--- src/rtl/mips_alu_pkg.sv ---
// Shared ALU operation codes plus MIPS opcode/funct constants used by the
// issue stage and the ALU.
package mips_alu_pkg;

    typedef logic [4:0] alu_sel_t;

    localparam alu_sel_t ALU_NOP   = 5'd0;
    localparam alu_sel_t ALU_ADD   = 5'd1;
    localparam alu_sel_t ALU_ADDU  = 5'd2;
    localparam alu_sel_t ALU_SUB   = 5'd3;
    localparam alu_sel_t ALU_SUBU  = 5'd4;
    localparam alu_sel_t ALU_AND   = 5'd5;
    localparam alu_sel_t ALU_OR    = 5'd6;
    localparam alu_sel_t ALU_XOR   = 5'd7;
    localparam alu_sel_t ALU_NOR   = 5'd8;
    localparam alu_sel_t ALU_SLT   = 5'd9;
    localparam alu_sel_t ALU_SLTU  = 5'd10;
    localparam alu_sel_t ALU_ADDI  = 5'd11;
    localparam alu_sel_t ALU_ADDIU = 5'd12;
    localparam alu_sel_t ALU_SLTI  = 5'd13;
    localparam alu_sel_t ALU_SLTIU = 5'd14;
    localparam alu_sel_t ALU_ANDI  = 5'd15;
    localparam alu_sel_t ALU_ORI   = 5'd16;
    localparam alu_sel_t ALU_XORI  = 5'd17;
    localparam alu_sel_t ALU_LUI   = 5'd18;

    localparam logic [5:0] OP_RTYPE = 6'h00;
    localparam logic [5:0] OP_ADDI  = 6'h08;
    localparam logic [5:0] OP_ADDIU = 6'h09;
    localparam logic [5:0] OP_SLTI  = 6'h0A;
    localparam logic [5:0] OP_SLTIU = 6'h0B;
    localparam logic [5:0] OP_ANDI  = 6'h0C;
    localparam logic [5:0] OP_ORI   = 6'h0D;
    localparam logic [5:0] OP_XORI  = 6'h0E;
    localparam logic [5:0] OP_LUI   = 6'h0F;

    localparam logic [5:0] FN_ADD  = 6'h20;
    localparam logic [5:0] FN_ADDU = 6'h21;
    localparam logic [5:0] FN_SUB  = 6'h22;
    localparam logic [5:0] FN_SUBU = 6'h23;
    localparam logic [5:0] FN_AND  = 6'h24;
    localparam logic [5:0] FN_OR   = 6'h25;
    localparam logic [5:0] FN_XOR  = 6'h26;
    localparam logic [5:0] FN_NOR  = 6'h27;
    localparam logic [5:0] FN_SLT  = 6'h2A;
    localparam logic [5:0] FN_SLTU = 6'h2B;

endpackage

--- src/rtl/alu_decode.sv ---
// Combinational MIPS instruction decoder: maps an instruction word onto the
// ALU select code, immediate usage, writeback register and illegal flag.
module alu_decode
    import mips_alu_pkg::*;
(
    input  logic [31:0] instr,
    output logic [4:0]  sel,
    output logic        use_imm,
    output logic [4:0]  dest_reg,
    output logic        reg_write,
    output logic        illegal
);

    logic [5:0] opcode_s;
    logic [5:0] funct_s;
    logic       is_nop_s;
    alu_sel_t   sel_s;
    logic       imm_s;

    assign opcode_s = instr[31:26];
    assign funct_s  = instr[5:0];
    assign is_nop_s = (instr == 32'h0000_0000);

    // Opcode/funct table lookup; unknown encodings fall through to ALU_NOP.
    always_comb begin
        sel_s = ALU_NOP;
        imm_s = 1'b0;
        case (opcode_s)
            OP_RTYPE: begin
                case (funct_s)
                    FN_ADD:  sel_s = ALU_ADD;
                    FN_ADDU: sel_s = ALU_ADDU;
                    FN_SUB:  sel_s = ALU_SUB;
                    FN_SUBU: sel_s = ALU_SUBU;
                    FN_AND:  sel_s = ALU_AND;
                    FN_OR:   sel_s = ALU_OR;
                    FN_XOR:  sel_s = ALU_XOR;
                    FN_NOR:  sel_s = ALU_NOR;
                    FN_SLT:  sel_s = ALU_SLT;
                    FN_SLTU: sel_s = ALU_SLTU;
                    default: sel_s = ALU_NOP;
                endcase
            end
            OP_ADDI:  begin sel_s = ALU_ADDI;  imm_s = 1'b1; end
            OP_ADDIU: begin sel_s = ALU_ADDIU; imm_s = 1'b1; end
            OP_SLTI:  begin sel_s = ALU_SLTI;  imm_s = 1'b1; end
            OP_SLTIU: begin sel_s = ALU_SLTIU; imm_s = 1'b1; end
            OP_ANDI:  begin sel_s = ALU_ANDI;  imm_s = 1'b1; end
            OP_ORI:   begin sel_s = ALU_ORI;   imm_s = 1'b1; end
            OP_XORI:  begin sel_s = ALU_XORI;  imm_s = 1'b1; end
            OP_LUI:   begin sel_s = ALU_LUI;   imm_s = 1'b1; end
            default:  begin sel_s = ALU_NOP;   imm_s = 1'b0; end
        endcase
    end

    // Classify as NOP / illegal / decoded and derive destination and write enable.
    always_comb begin
        sel       = sel_s;
        use_imm   = imm_s;
        dest_reg  = 5'd0;
        reg_write = 1'b0;
        illegal   = 1'b0;
        if (is_nop_s) begin
            illegal = 1'b0;
        end else if (sel_s == ALU_NOP) begin
            illegal = 1'b1;
        end else begin
            dest_reg  = imm_s ? instr[20:16] : instr[15:11];
            reg_write = (dest_reg != 5'd0);
        end
    end

endmodule

--- src/rtl/alu_issue_stage.sv ---
// ID/EX issue register driving the ALU sel/A/B interface with valid/ready
// flow control, flush and a saturating illegal-instruction counter.
module alu_issue_stage
    import mips_alu_pkg::*;
#(
    parameter int ILL_CNT_W = 8
) (
    input  logic                 clk,
    input  logic                 reset_n,
    input  logic                 in_valid,
    output logic                 in_ready,
    input  logic [31:0]          instr,
    input  logic [31:0]          rs_data,
    input  logic [31:0]          rt_data,
    input  logic                 flush,
    output logic                 out_valid,
    input  logic                 out_ready,
    output logic [4:0]           alu_sel,
    output logic [31:0]          alu_a,
    output logic [31:0]          alu_b,
    output logic [4:0]           dest_reg,
    output logic                 reg_write,
    output logic                 illegal,
    output logic [ILL_CNT_W-1:0] ill_count
);

    localparam logic [ILL_CNT_W-1:0] CNT_MAX = {ILL_CNT_W{1'b1}};
    localparam logic [ILL_CNT_W-1:0] CNT_ONE = {{(ILL_CNT_W-1){1'b0}}, 1'b1};

    logic [4:0]  dec_sel_s;
    logic        dec_imm_s;
    logic [4:0]  dec_dest_s;
    logic        dec_wr_s;
    logic        dec_ill_s;
    logic [31:0] op_a_s;
    logic [31:0] op_b_s;
    logic        accept_s;

    logic                 out_valid_r;
    logic [4:0]           alu_sel_r;
    logic [31:0]          alu_a_r;
    logic [31:0]          alu_b_r;
    logic [4:0]           dest_reg_r;
    logic                 reg_write_r;
    logic                 illegal_r;
    logic [ILL_CNT_W-1:0] ill_count_r;

    alu_decode u_decode (
        .instr     (instr),
        .sel       (dec_sel_s),
        .use_imm   (dec_imm_s),
        .dest_reg  (dec_dest_s),
        .reg_write (dec_wr_s),
        .illegal   (dec_ill_s)
    );

    assign in_ready = !out_valid_r || out_ready;
    assign accept_s = in_valid && in_ready && !flush;

    // Operand selection; NOP and illegal entries carry zero operands.
    always_comb begin
        op_a_s = 32'h0000_0000;
        op_b_s = 32'h0000_0000;
        if (dec_sel_s == ALU_NOP) begin
            op_a_s = 32'h0000_0000;
        end else if (dec_imm_s) begin
            op_a_s = rs_data;
            op_b_s = {{16{instr[15]}}, instr[15:0]};
        end else begin
            op_a_s = rs_data;
            op_b_s = rt_data;
        end
    end

    // Pipeline slot: load on accept, otherwise drop valid on flush or consume.
    always_ff @(posedge clk) begin
        if (!reset_n) begin
            out_valid_r <= 1'b0;
            alu_sel_r   <= 5'd0;
            alu_a_r     <= 32'h0000_0000;
            alu_b_r     <= 32'h0000_0000;
            dest_reg_r  <= 5'd0;
            reg_write_r <= 1'b0;
            illegal_r   <= 1'b0;
        end else if (accept_s) begin
            out_valid_r <= 1'b1;
            alu_sel_r   <= dec_sel_s;
            alu_a_r     <= op_a_s;
            alu_b_r     <= op_b_s;
            dest_reg_r  <= dec_dest_s;
            reg_write_r <= dec_wr_s;
            illegal_r   <= dec_ill_s;
        end else if (flush || out_ready) begin
            out_valid_r <= 1'b0;
        end else begin
            out_valid_r <= out_valid_r;
        end
    end

    // Saturating count of illegal instructions that were actually accepted.
    always_ff @(posedge clk) begin
        if (!reset_n) begin
            ill_count_r <= {ILL_CNT_W{1'b0}};
        end else if (accept_s && dec_ill_s && (ill_count_r != CNT_MAX)) begin
            ill_count_r <= ill_count_r + CNT_ONE;
        end else begin
            ill_count_r <= ill_count_r;
        end
    end

    assign out_valid = out_valid_r;
    assign alu_sel   = alu_sel_r;
    assign alu_a     = alu_a_r;
    assign alu_b     = alu_b_r;
    assign dest_reg  = dest_reg_r;
    assign reg_write = reg_write_r;
    assign illegal   = illegal_r;
    assign ill_count = ill_count_r;

endmodule

--- config.mk ---
export PLATFORM = sky130hd
export DESIGN_NAME = alu_issue_stage
export DESIGN_NICKNAME = d
export VERILOG_FILES = /design/src/rtl/mips_alu_pkg.sv /design/src/rtl/alu_decode.sv /design/src/rtl/alu_issue_stage.sv
export SDC_FILE = /design/constraint.sdc
export NUM_CORES = 1
export LEC_CHECK = 0
export BUFFER_PORTS_ARGS = -buffer_cell sky130_fd_sc_hd__clkbuf_2
export CAP_MARGIN = 25
export CORE_MARGIN = 2
export CORE_UTILIZATION = 38
export DETAILED_ROUTE_END_ITERATION = 16
export PLACE_DENSITY_LB_ADDON = 0.08
export SYNTH_ARGS = -nofsm -noshare
export SYNTH_HDL_FRONTEND = slang
export SYNTH_SLANG_ARGS = --single-unit
--- constraint.sdc ---
create_clock -name clk -period 2.55 [get_ports clk]
set_clock_uncertainty 0.05 [all_clocks]
set_input_delay 0.51 -clock clk [delete_from_list [all_inputs] [get_ports clk]]
set_output_delay 0.51 -clock clk [all_outputs]
set_load 0.05 [all_outputs]
==> impl_metrics.py <==
metrics = {
    "setup_path": {
        "path_buf_inv": 1,
        "required_ns": 2.76,
        "critical_path.max_fanout": 42,
        "cp_cell_sequence": "nor2b_1, nor3b_2, nor2_4, buf_4, nand2_1, o31ai_1",
        "crit_type": "reg -> reg",
        "arrival_ns": 2.23,
        "critPathLaunchType": "flip-flop",
        "cpPeakStageDelay_ns": 0.70,
        "path_delay_family": "simple AND/OR/NAND/NOR gates",
        "slowest_stage": "nor2_4",
        "crit_path_end_kind": "flip-flop",
    },
    "finish": {
        "post-route-util": 0.539,
        "final_cell_mix": "186 x clkbuf_2, 85 x dfxtp_1, 34 x nand2_1, 32 x a22o_1, 26 x a21oi_1",
        "syn2layout_area_growth_pct": 36.4,
        "drive_gt1_frac": 0.416,
        "nFillCells": 854,
        "layout.cells.non_filler": 659,
        "nets": 648,
        "n_antenna_cell": 0,
        "final_common_cell": "clkbuf_2",
        "multi_input_area_sq_um": 1640,
        "seq_area_sq_um": 1700,
    },
    "synth": {
        "synth_area_sq_um": 3470,
        "syn-instance-count": 363,
        "syn_avg_cell_area_sq_um": 9.55,
        "synth_ff_type": "dfxtp_1",
        "synth_edf_count": 0,
        "synthDistinctLibCells": 50,
        "synth-async-reset-ratio": 0,
        "yosysSeqAreaShare": 0.491,
        "ys_ff_latch": 85,
        "syn_nets": 465,
        "ys_warn_count": 0,
    },
    "sta": {
        "fin_crit_sh": 0.792,
        "final-setup-viol-count": 0,
        "slew_viol_final": 0,
        "rsz0062_at_grt": "false",
        "holdWs_ns": 0.308,
        "slew_headroom": 0.393,
        "period_needed_ns": 2.02,
        "tightest_slew_ns": 0.909,
        "fin_setup_tns_ns": 0,
        "fmax_ghz": 0.495,
        "hold_viol_final": 0,
    },
    "global_route": {
        "grt_pass1_wl_um": 15400,
        "grt_overflow_total": 0,
        "grt_pass1_vias": 3244,
        "track_usage": 0.191,
        "grt_max_degree": 43,
        "antenna_found_initial": 0,
    },
    "cts": {
        "cts_tree": "built",
        "cts_sinks": 85,
        "cts_resized": 0,
        "clkLatencyLatePin_ns": 0.35,
        "clockBufferDepth": 2,
        "cts.clk_slew.worst_paths_ns": 0.10,
        "h-tree-depth": 3,
        "hold_buffers": 0,
        "post_cts_buffers": 0,
        "clock_tree.root_cell": "clkbuf_8",
        "cts-buffers-inserted": 9,
    },
    "placed_design": {
        "dp.cells": 643,
        "numPortBuffers": 186,
        "post-dp-hpwl_um": 7290,
        "place.gp.congestion": 0.855,
    },
    "power": {
        "worst_ir_drop_vdd_v": 0.000257,
        "power_uw": 2620,
        "p_per_area_nw_per_um2": 555,
        "leakage_uw": 0.00226,
    },
    "drt": {
        "drt-pass1-iter-count": 4,
        "drt_iter0_drc": 122,
        "vias": 3442,
        "drt-vias-per-instance": 5.22,
        "avgRoutedWirePerCell_um": 14.8,
        "drc": 0,
        "ant_nets": 0,
        "finalWirelength_um": 9730,
    },
    "die": {
        "coreArea_sq_um": 8760,
        "fp-row-count": 34,
        "io_pins": 187,
        "die_h_um": 99.5,
        "die-area_sq_um": 9900,
        "start_util": 0.395,
        "die_w_um": 99.5,
    },
    "outcome": {
        "status": "finished, final reports clean",
    },
    "hold_path": {
        "hp-class": "in -> reg",
    },
    "job": {
        "cap_violations": 0,
    },
}
[cells by family after synthesis]
kind of cell / share of synthesized area
compound gates: 0.235
simple gates: 0.161
flops: 0.491
buf+inv: 0.0412
mux: 0.0635
xor+xnor: 0.00506
fa+ha+maj: 0.00361
[cells in the mapped netlist, types with 2 or more instances]
library cell	n	area, sq um
or4_1	3	22.5
and3_1	3	18.8
nand2b_1	5	31.3
mux2i_1	22	220
buf_2	5	25.0
nor4_1	8	50.1
nor3_1	6	30.0
o31ai_1	3	22.5
a21oi_1	26	130
o21ai_1	20	100
xor2_1	2	17.5
nor2_1	24	90.1
nand3_1	4	20.0
a2bb2oi_1	15	131
nand3b_1	3	22.5
buf_4	4	30.0
nor3b_1	3	22.5
o21ai_0	6	30.0
inv_1	5	18.8
nand2_1	34	128
a22o_1	32	280
or2_2	2	12.5
dfxtp_1	85	1700
clkbuf_1	17	63.8
[path summary, 6_finish.rpt]
| path | start | endpoint | slack, ns | depth (start not counted) |
|---|---|---|---|---|
| setup / recovery | out_valid$_SDFFE_PN0P_ | reg_write$_SDFFE_PN0P_ | 0.53 | 6 |
| hold reg to reg | alu_b[29]$_SDFFE_PN0P_ | alu_b[29]$_SDFFE_PN0P_ | 0.40 | 2 |
| hold / removal | rs_data[21] | alu_a[21]$_SDFFE_PN0P_ | 0.31 | 2 |
| setup reg to reg | out_valid$_SDFFE_PN0P_ | reg_write$_SDFFE_PN0P_ | 0.53 | 6 |
[power by group]
part           internal, uW  switching (uW)  leakage [uW]
registers              1350            12.1      0.000687
clock network           396             530     0.0000914
logic                   132             207       0.00148
total                  1870             750       0.00226
[stage by stage]
step / setup WS, ns / instance area, sq um
final: 0.530 / 4730
after global routing: 0.246 / 4730
after global placement: 0.221 / 4540
after floorplan: 0.0971 / 3470
after CTS: 0.518 / 4730
after detailed placement: 0.149 / 4540
[final cells by class]
| cell class | count | share of cell area |
|---|---|---|
| multi-input cells | 246 | 0.347 |
| clock inverters | 6 | 0.0111 |
| well taps | 108 | 0.0286 |
| repair buffers | 199 | 0.220 |
| clock buffers | 10 | 0.0291 |
| inverters | 5 | 0.00397 |
| flip-flops and latches | 85 | 0.360 |
[per-layer routing]
metal  global-route usage  up-vias  wire length [um]
li1                     -     1700                 -
met1                0.248     1605              4400
met2                0.305      121              4450
met3               0.0471       16               708
met4               0.0769        0               178
met5                    0        -                 0
No activity file was read; power rests on OpenSTA's default activity.
